### src/rtl/otter_cu_fsm_if.sv
// Control-unit bus for the OTTER multicycle datapath: decoded IR fields and
// handshakes in, write enables / strobes / debug state out.
interface otter_cu_fsm_if #(
  parameter int CNT_W = 32
);
  logic [6:0]       opcode;
  logic [2:0]       funct3;
  logic             intr;
  logic             mie;
  logic             mem_ready;
  logic             pc_write;
  logic             reg_write;
  logic             csr_we;
  logic             mem_rden1;
  logic             mem_rden2;
  logic             mem_we2;
  logic             rf_reset;
  logic             int_taken;
  logic [2:0]       state;
  logic [CNT_W-1:0] instret;

  modport master (
    output opcode, funct3, intr, mie, mem_ready,
    input  pc_write, reg_write, csr_we, mem_rden1, mem_rden2, mem_we2,
           rf_reset, int_taken, state, instret
  );

  modport slave (
    input  opcode, funct3, intr, mie, mem_ready,
    output pc_write, reg_write, csr_we, mem_rden1, mem_rden2, mem_we2,
           rf_reset, int_taken, state, instret
  );
endinterface

### src/rtl/otter_cu_fsm.sv
// OTTER multicycle control FSM: INIT -> FETCH -> EXEC [-> WB] [-> INTR].
// Strobes are Mealy on state and inputs; state and INSTRET are registered.
module otter_cu_fsm #(
  parameter int INIT_CYCLES = 2,
  parameter int CNT_W       = 32
) (
  input logic            clk,
  input logic            rst_n,
  otter_cu_fsm_if.slave  cu
);
  localparam int IW = (INIT_CYCLES > 1) ? $clog2(INIT_CYCLES) : 1;
  localparam logic [IW-1:0] INIT_LOAD = IW'(INIT_CYCLES - 1);

  localparam logic [6:0] OP_LOAD   = 7'b0000011;
  localparam logic [6:0] OP_STORE  = 7'b0100011;
  localparam logic [6:0] OP_BRANCH = 7'b1100011;
  localparam logic [6:0] OP_OP     = 7'b0110011;
  localparam logic [6:0] OP_IMM    = 7'b0010011;
  localparam logic [6:0] OP_LUI    = 7'b0110111;
  localparam logic [6:0] OP_AUIPC  = 7'b0010111;
  localparam logic [6:0] OP_JAL    = 7'b1101111;
  localparam logic [6:0] OP_JALR   = 7'b1100111;
  localparam logic [6:0] OP_SYS    = 7'b1110011;

  typedef enum logic [2:0] {
    S_INIT  = 3'd0,
    S_FETCH = 3'd1,
    S_EXEC  = 3'd2,
    S_WB    = 3'd3,
    S_INTR  = 3'd4
  } state_t;

  state_t           state_q, state_d;
  logic [IW-1:0]    init_cnt;
  logic [CNT_W-1:0] instret_q;
  logic             retire;

  always_ff @(posedge clk) begin
    if (!rst_n) begin
      state_q   <= S_INIT;
      init_cnt  <= INIT_LOAD;
      instret_q <= '0;
    end else begin
      state_q <= state_d;
      // Reload whenever outside INIT so an illegal-state recovery also waits.
      if (state_q != S_INIT)   init_cnt <= INIT_LOAD;
      else if (init_cnt != '0) init_cnt <= init_cnt - IW'(1);
      if (retire) instret_q <= instret_q + CNT_W'(1);
    end
  end

  always_comb begin
    state_d      = state_q;
    retire       = 1'b0;
    cu.pc_write  = 1'b0;
    cu.reg_write = 1'b0;
    cu.csr_we    = 1'b0;
    cu.mem_rden1 = 1'b0;
    cu.mem_rden2 = 1'b0;
    cu.mem_we2   = 1'b0;
    cu.rf_reset  = 1'b0;
    cu.int_taken = 1'b0;
    case (state_q)
      S_INIT: begin
        cu.rf_reset = 1'b1;
        if (init_cnt == '0) state_d = S_FETCH;
      end
      S_FETCH: begin
        cu.mem_rden1 = 1'b1;
        if (cu.mem_ready) state_d = S_EXEC;
      end
      S_EXEC: begin
        case (cu.opcode)
          OP_LOAD: begin
            cu.mem_rden2 = 1'b1;
            if (cu.mem_ready) state_d = S_WB;
          end
          OP_STORE: begin
            cu.mem_we2  = 1'b1;
            cu.pc_write = cu.mem_ready;
          end
          OP_BRANCH: cu.pc_write = 1'b1;
          OP_OP, OP_IMM, OP_LUI, OP_AUIPC, OP_JAL, OP_JALR: begin
            cu.pc_write  = 1'b1;
            cu.reg_write = 1'b1;
          end
          OP_SYS: begin
            cu.pc_write  = 1'b1;
            cu.reg_write = (cu.funct3 != 3'b000);
            cu.csr_we    = (cu.funct3 != 3'b000);
          end
          default: cu.pc_write = 1'b1;
        endcase
        retire = cu.pc_write;
      end
      S_WB: begin
        cu.reg_write = 1'b1;
        cu.pc_write  = 1'b1;
        retire       = 1'b1;
      end
      S_INTR: begin
        cu.int_taken = 1'b1;
        cu.pc_write  = 1'b1;
        state_d      = S_FETCH;
      end
      default: state_d = S_INIT;
    endcase
    // Interrupts are sampled only at instruction boundaries.
    if (retire) state_d = (cu.intr && cu.mie) ? S_INTR : S_FETCH;
  end

  assign cu.state   = state_q;
  assign cu.instret = instret_q;
endmodule
### src/flat_wrapper.sv
// flat-port wrapper written by rule: the top's interface ports become plain ports
module otter_cu_fsm_flat 
#(
  parameter int INIT_CYCLES = 2,
  parameter int CNT_W       = 32
)
  (clk, rst_n, cu_opcode, cu_funct3, cu_intr, cu_mie, cu_mem_ready, cu_pc_write, cu_reg_write, cu_csr_we, cu_mem_rden1, cu_mem_rden2, cu_mem_we2, cu_rf_reset, cu_int_taken, cu_state, cu_instret);
  otter_cu_fsm_if #(.CNT_W(CNT_W)) cu_i ();
  input logic clk;
  input logic rst_n;
  input wire logic [$bits(cu_i.opcode)-1:0] cu_opcode;
  input wire logic [$bits(cu_i.funct3)-1:0] cu_funct3;
  input wire logic [$bits(cu_i.intr)-1:0] cu_intr;
  input wire logic [$bits(cu_i.mie)-1:0] cu_mie;
  input wire logic [$bits(cu_i.mem_ready)-1:0] cu_mem_ready;
  output wire logic [$bits(cu_i.pc_write)-1:0] cu_pc_write;
  output wire logic [$bits(cu_i.reg_write)-1:0] cu_reg_write;
  output wire logic [$bits(cu_i.csr_we)-1:0] cu_csr_we;
  output wire logic [$bits(cu_i.mem_rden1)-1:0] cu_mem_rden1;
  output wire logic [$bits(cu_i.mem_rden2)-1:0] cu_mem_rden2;
  output wire logic [$bits(cu_i.mem_we2)-1:0] cu_mem_we2;
  output wire logic [$bits(cu_i.rf_reset)-1:0] cu_rf_reset;
  output wire logic [$bits(cu_i.int_taken)-1:0] cu_int_taken;
  output wire logic [$bits(cu_i.state)-1:0] cu_state;
  output wire logic [$bits(cu_i.instret)-1:0] cu_instret;
  assign cu_i.opcode = cu_opcode;
  assign cu_i.funct3 = cu_funct3;
  assign cu_i.intr = cu_intr;
  assign cu_i.mie = cu_mie;
  assign cu_i.mem_ready = cu_mem_ready;
  assign cu_pc_write = cu_i.pc_write;
  assign cu_reg_write = cu_i.reg_write;
  assign cu_csr_we = cu_i.csr_we;
  assign cu_mem_rden1 = cu_i.mem_rden1;
  assign cu_mem_rden2 = cu_i.mem_rden2;
  assign cu_mem_we2 = cu_i.mem_we2;
  assign cu_rf_reset = cu_i.rf_reset;
  assign cu_int_taken = cu_i.int_taken;
  assign cu_state = cu_i.state;
  assign cu_instret = cu_i.instret;
  otter_cu_fsm #(.INIT_CYCLES(INIT_CYCLES), .CNT_W(CNT_W)) u_core (.clk(clk), .rst_n(rst_n), .cu(cu_i));
endmodule
### config.mk
export PLATFORM = sky130hd
export DESIGN_NAME = otter_cu_fsm_flat
export DESIGN_NICKNAME = d
export VERILOG_FILES = /design/src/rtl/otter_cu_fsm_if.sv /design/src/rtl/otter_cu_fsm.sv /design/src/flat_wrapper.sv
export SDC_FILE = /design/constraint.sdc
export NUM_CORES = 1
export LEC_CHECK = 0
export BUFFER_PORTS_ARGS = -buffer_cell sky130_fd_sc_hd__buf_2
export CORE_ASPECT_RATIO = 0.75
export CORE_MARGIN = 3
export CORE_UTILIZATION = 47
export CTS_BUF_LIST = sky130_fd_sc_hd__clkbuf_4 sky130_fd_sc_hd__clkbuf_8
export DETAILED_ROUTE_END_ITERATION = 12
export PLACE_DENSITY = 0.74
export SYNTH_ARGS = -nofsm -noshare
export SYNTH_HDL_FRONTEND = slang
export SYNTH_SLANG_ARGS = --single-unit
### constraint.sdc
create_clock -name clk -period 1.5 [get_ports clk]
set_input_delay 0 -clock clk [delete_from_list [all_inputs] [get_ports clk]]
set_output_delay 0 -clock clk [all_outputs]
set_load 0.005 [all_outputs]
Word-level counts from Yosys, hierarchy flattened:

Cells that the tools add are included.

* equal/unequal tests: 18
* add/sub/neg operators: 2
* bitwise operators: 1
* reductions and logical operators: 8
* mux-type cells: 22

Operators with widths (count)
* adder 32 x 1 -> 32 bit (second input constant): 1
* == test 7 x 6 -> 1 bit (second input constant): 3
* == test 7 bit (second input constant): 3
* 2-to-1 mux 3 bit: 6
* one-hot mux 3 bit (5 select lines): 1
* == test 7 x 5 -> 1 bit (second input constant): 2
* 2-to-1 mux 1 bit: 10
* one-hot mux 1 bit (2 select lines): 5
* == test 7 x 2 -> 1 bit (second input constant): 1
* == test 3 x 2 -> 1 bit (second input constant): 2
* inequality test 3 x 2 -> 1 bit (second input constant): 2
* nonzero test 3 bit: 2
* OR reduction 6 bit: 1
* AND reduction 5 bit: 1
* OR reduction 2 bit: 2
* == test 3 x 1 -> 1 bit (second input constant): 1
* == test 3 bit (second input constant): 1
* logical NOT 3 bit: 1
* inequality test 3 x 1 -> 1 bit (second input constant): 1
* inequality test 3 bit (second input constant): 1
* inequality test 2 x 1 -> 1 bit (second input constant): 1
* logical AND 1 bit: 1
* NOT 1 bit: 1
* subtractor 1 bit (second input constant): 1

* flip-flop bits (word level): 36
* output and inout bits: 43
* input port bits: 15
* logic and storage cells: 54

Logic depth before layout (Yosys ltp):

* depth in word-level cells: 5
* mapped depth: 7
* mapped depth without buffers: 6

Worst setup path before layout:

Ideal clock, no wire load.

* path type: register to register
* from: register u_core.instret_q[0] (netlist: u_core.cu.instret[0])
* to: register u_core.instret_q[18] (netlist: u_core.cu.instret[18])
* slack: -0.153 ns
* setup time: 0.070 ns
* arrival time: 1.583 ns
* period minus slack after synthesis: 1.653 ns
* required time: 1.430 ns
* path buffers: 0
* stages on the path, launching flop included: 7
* cell sequence: dfxtp_1 > ha_1 > nand2_1 > a311oi_2 > nand3_1 > or4_1 > a21oi_1

* cells in the longest elaborated chain, start to end: 1

Ends and longest elaborated chain
* from (decl): line otter_cu_fsm.sv:35 `logic [CNT_W-1:0] instret_q;`
* from (signal assigned): line otter_cu_fsm.sv:48 `if (retire) instret_q <= instret_q + CNT_W'(1);`
* adder 32 x 1 -> 32 bit: line otter_cu_fsm.sv:48

No other way between the ends.
A chain may end at the register's enable or synchronous reset.

Worst setup path after layout:

* from: register u_core.instret_q[1] (netlist: u_core.cu.instret[1])
* to: register u_core.instret_q[18] (netlist: u_core.cu.instret[18])

The elaborated chain is that of the path after synthesis.

==> results.yml <==
outcome:
  status: "finished, violations left"
  violations: "setup timing"
cts:
  h-tree-depth: 2
  cts.sinks: 36
  clk_pin_slew_worst_paths_ns: 0.08
  cts_root_buf: "clkbuf_8"
  cts_buffer_depth: 2
  cts_tree: "done"
  cts_buffers: 5
  clock_latency_ns: 0.31
route:
  drtAntennaViolNets: 0
  drt_iter0_drc: 261
  route.vias.total: 2341
  drc_errors: 0
  post_drt_wl_per_cell_um: 19.0
  firstDrtPassIters: 6
  viasPerCell: 5.87
  routed_wl_mm: 7.60
worst_setup_path:
  worstSetupEndpointType: "flip-flop"
  arrival_ns: 2.01
  critPathMaxStageDelay_ns: 0.45
  worstSetupStartpointType: "flip-flop"
  crit_type: "flip-flop to flip-flop"
  crit_slowest_cell: "or4_4"
  cp_max_fo: 4
  crit_buf_inv: 0
  crit_chain: "ha_4, nand2_2, a311oi_4, nand3_2, or4_4, a21oi_2"
  path_delay_family: "simple AND/OR/NAND/NOR gates"
  worstPathRequired_ns: 1.74
pwr:
  p_per_area_mw_per_mm2: 709
  ir_drop_v: 0.000778
  p_leak_nw: 1.45
global_routing:
  antenna_found_initial: 0
  grt_max_degree: 18
  grt_pass1_vias: 2030
  grt_remaining_overflow: 0
  grt_usage_pct: 25.9
  grt_first_pass_wirelength_mm: 9.39
cells_and_area:
  num_antenna_cells: 0
  fin_area_mm2: 0.00315
  drive_gt1_share_pct: 57.9
  layout.nets: 362
  finalCoreUtilization_pct: 85.1
  finalNonFillerCells: 399
  area_growth_pct: 71.7
sta:
  worst_slew_pin_slew_ns: 0.332
  slew_headroom_pct: 77.7
  period_minus_slack_ns: 1.77
  slew_violations: 0
  max_freq_ghz: 0.566
  min_period_over_period_pct: 118
  setup_ws_ns: -0.267
  clock_skew_ns: 0.0130
  rsz0062_at_grt: "true"
  fin_setup_tns_ns: -5.34
  setup_violations: 38
  finalHoldViolCount: 0
placement:
  placed_cells: 371
  pre_cts_slack_ns: -0.145
  dpl.hpwl_mm: 3.81
  placed_cell_area_mm2: 0.00263
  io_buffers: 57
  place.gp.congestion: 0.883
die:
  fp.dieH_um: 60.1
  initial_utilization_pct: 49.5
  die-area_mm2: 0.00470
  die_w_um: 78.2
  core-area_mm2: 0.00371
  rows: 19
  io_pins: 58
logic_synthesis:
  postSynthCellCount: 214
  avgSynthCellArea_um2: 8.58
  synth-edff-count: 0
  ys.flop_type: "dfxtp_1"
  yosys_warnings: 0
  synth_area_mm2: 0.00184
  synth_top_area_share_pct: 39.2
  synth_most_common_cell: "dfxtp_1"
  netlist_top_cells_count: "dfxtp_1 (36), nor2_1 (28), nand2_1 (20)"
  async_flop_share_pct: 0
  ys_seq_area_share_pct: 39.2
  synth_cell_type_count: 43
  yosysTopAreaCell: "dfxtp_1"
  ys_ff_latch: 36
  synthesis.nets: 230
  synthTopCellsByArea: "dfxtp_1 (39%), xor2_1 (8.1%), nor2_1 (5.7%)"
run:
  maxCapViolCount: 0
min_path:
  min_path_type: "input port to flip-flop"
path summary, 6_finish.rpt:
kind / to / from / slack (ns) / cells after the start
min reg2reg: u_core.cu.instret[29] / u_core.cu.instret[29] / 0.50 / 2
max reg2reg: u_core.cu.instret[18] / u_core.cu.instret[1] / -0.27 / 6
max: u_core.cu.instret[18] / u_core.cu.instret[1] / -0.27 / 6
min: u_core.cu.state[2] / cu_mie / 0.05 / 4
cell families after synthesis:
logic type / after synthesis / synth area share (%)
AO/OA/AOI/OAI: 26 / 10.0
flip-flops: 36 / 39.2
adder cells (fa/ha/maj): 1 / 0.681
AND/OR/NAND/NOR: 114 / 35.4
XOR/XNOR: 21 / 10.0
multiplexers: 2 / 1.09
buffers and inverters: 14 / 3.54
where the power goes:
group	internal (W)	switching [W]
registers	0.000975	0.0000261
clock network	0.000512	0.000403
logic	0.000157	0.000164
worst min-delay path, stage by stage:
cell	delay (ns)
buf_2	0.10
nand3_2	0.06
buf_4	0.10
nor2_1	0.05
layout make-up:
type | instances | area [um2]
Clock buffer | 6 | 76.3
Tap cell | 52 | 65.1
Timing Repair Buffer | 133 | 910
Fill cell | 199 | 554
Sequential cell | 36 | 751
Clock inverter | 2 | 35.0
Inverter | 6 | 22.5
Multi-Input combinational cell | 164 | 1290
metrics by stage:
step           power, W  hold slack (ns)
2_1_floorplan   0.00115           0.0365
3_3_place_gp    0.00125            0.279
3_5_place_dp    0.00125            0.285
4_1_cts         0.00214           0.0484
5_1_grt         0.00230           0.0555
6_report        0.00224           0.0472
registers in the layout, summed over array words and instances, names as in the netlist:
signal,cells
u_core.cu.instret,32
u_core.cu.state,3
u_core.init_cnt,1
placed cells by master (no fill, tap or decap), types with 2 or more instances in the layout:
cell type | netlist | layout
o31ai_1 | 3 | 2
nor4_4 | 0 | 3
or3_1 | 6 | 4
dfxtp_1 | 36 | 20
dfxtp_2 | 0 | 12
nor3_1 | 7 | 5
or4_1 | 5 | 2
xor2_1 | 17 | 16
dfxtp_4 | 0 | 4
and2_1 | 2 | 2
a21oi_2 | 0 | 4
nor2_1 | 28 | 26
a21oi_1 | 8 | 4
xnor2_1 | 4 | 3
nand4_1 | 12 | 12
nor3_2 | 1 | 2
dlygate4sd3_1 | 0 | 2
nand3_2 | 1 | 8
nand2_2 | 1 | 4
nand4_4 | 0 | 2
buf_2 | 4 | 56
inv_1 | 6 | 6
mux2i_1 | 2 | 2
buf_6 | 1 | 9
clkbuf_8 | 0 | 5
nand2b_1 | 4 | 4
o21ai_0 | 5 | 5
or4_4 | 0 | 3
nor2_2 | 0 | 2
nand3_1 | 11 | 3
and3_1 | 4 | 3
or3_4 | 0 | 2
nand2_1 | 20 | 16
buf_4 | 0 | 65
o211ai_1 | 3 | 3
layer usage:
layer | part of all wire, % | wire length, um | track usage [%] | vias to the layer above
met1 | 41 | 3100 | 33.1 | 1120
met4 | 4.1 | 315 | 12.5 | 0
met5 | 0 | 0 | 0 | -
met2 | 47 | 3570 | 42.1 | 154
li1 | - | - | - | 1027
met3 | 8.1 | 617 | 5.57 | 40
timing repair:
action	4_1_cts	5_1_grt
buffers inserted	6	12
endpoints found under the setup margin	32	40
gates resized for setup	32	28
pin swaps	30	37
hold buffers	2	0
cloned	1	0
endpoints found under the hold margin	2	0
No activity file was read; power rests on OpenSTA's default activity.
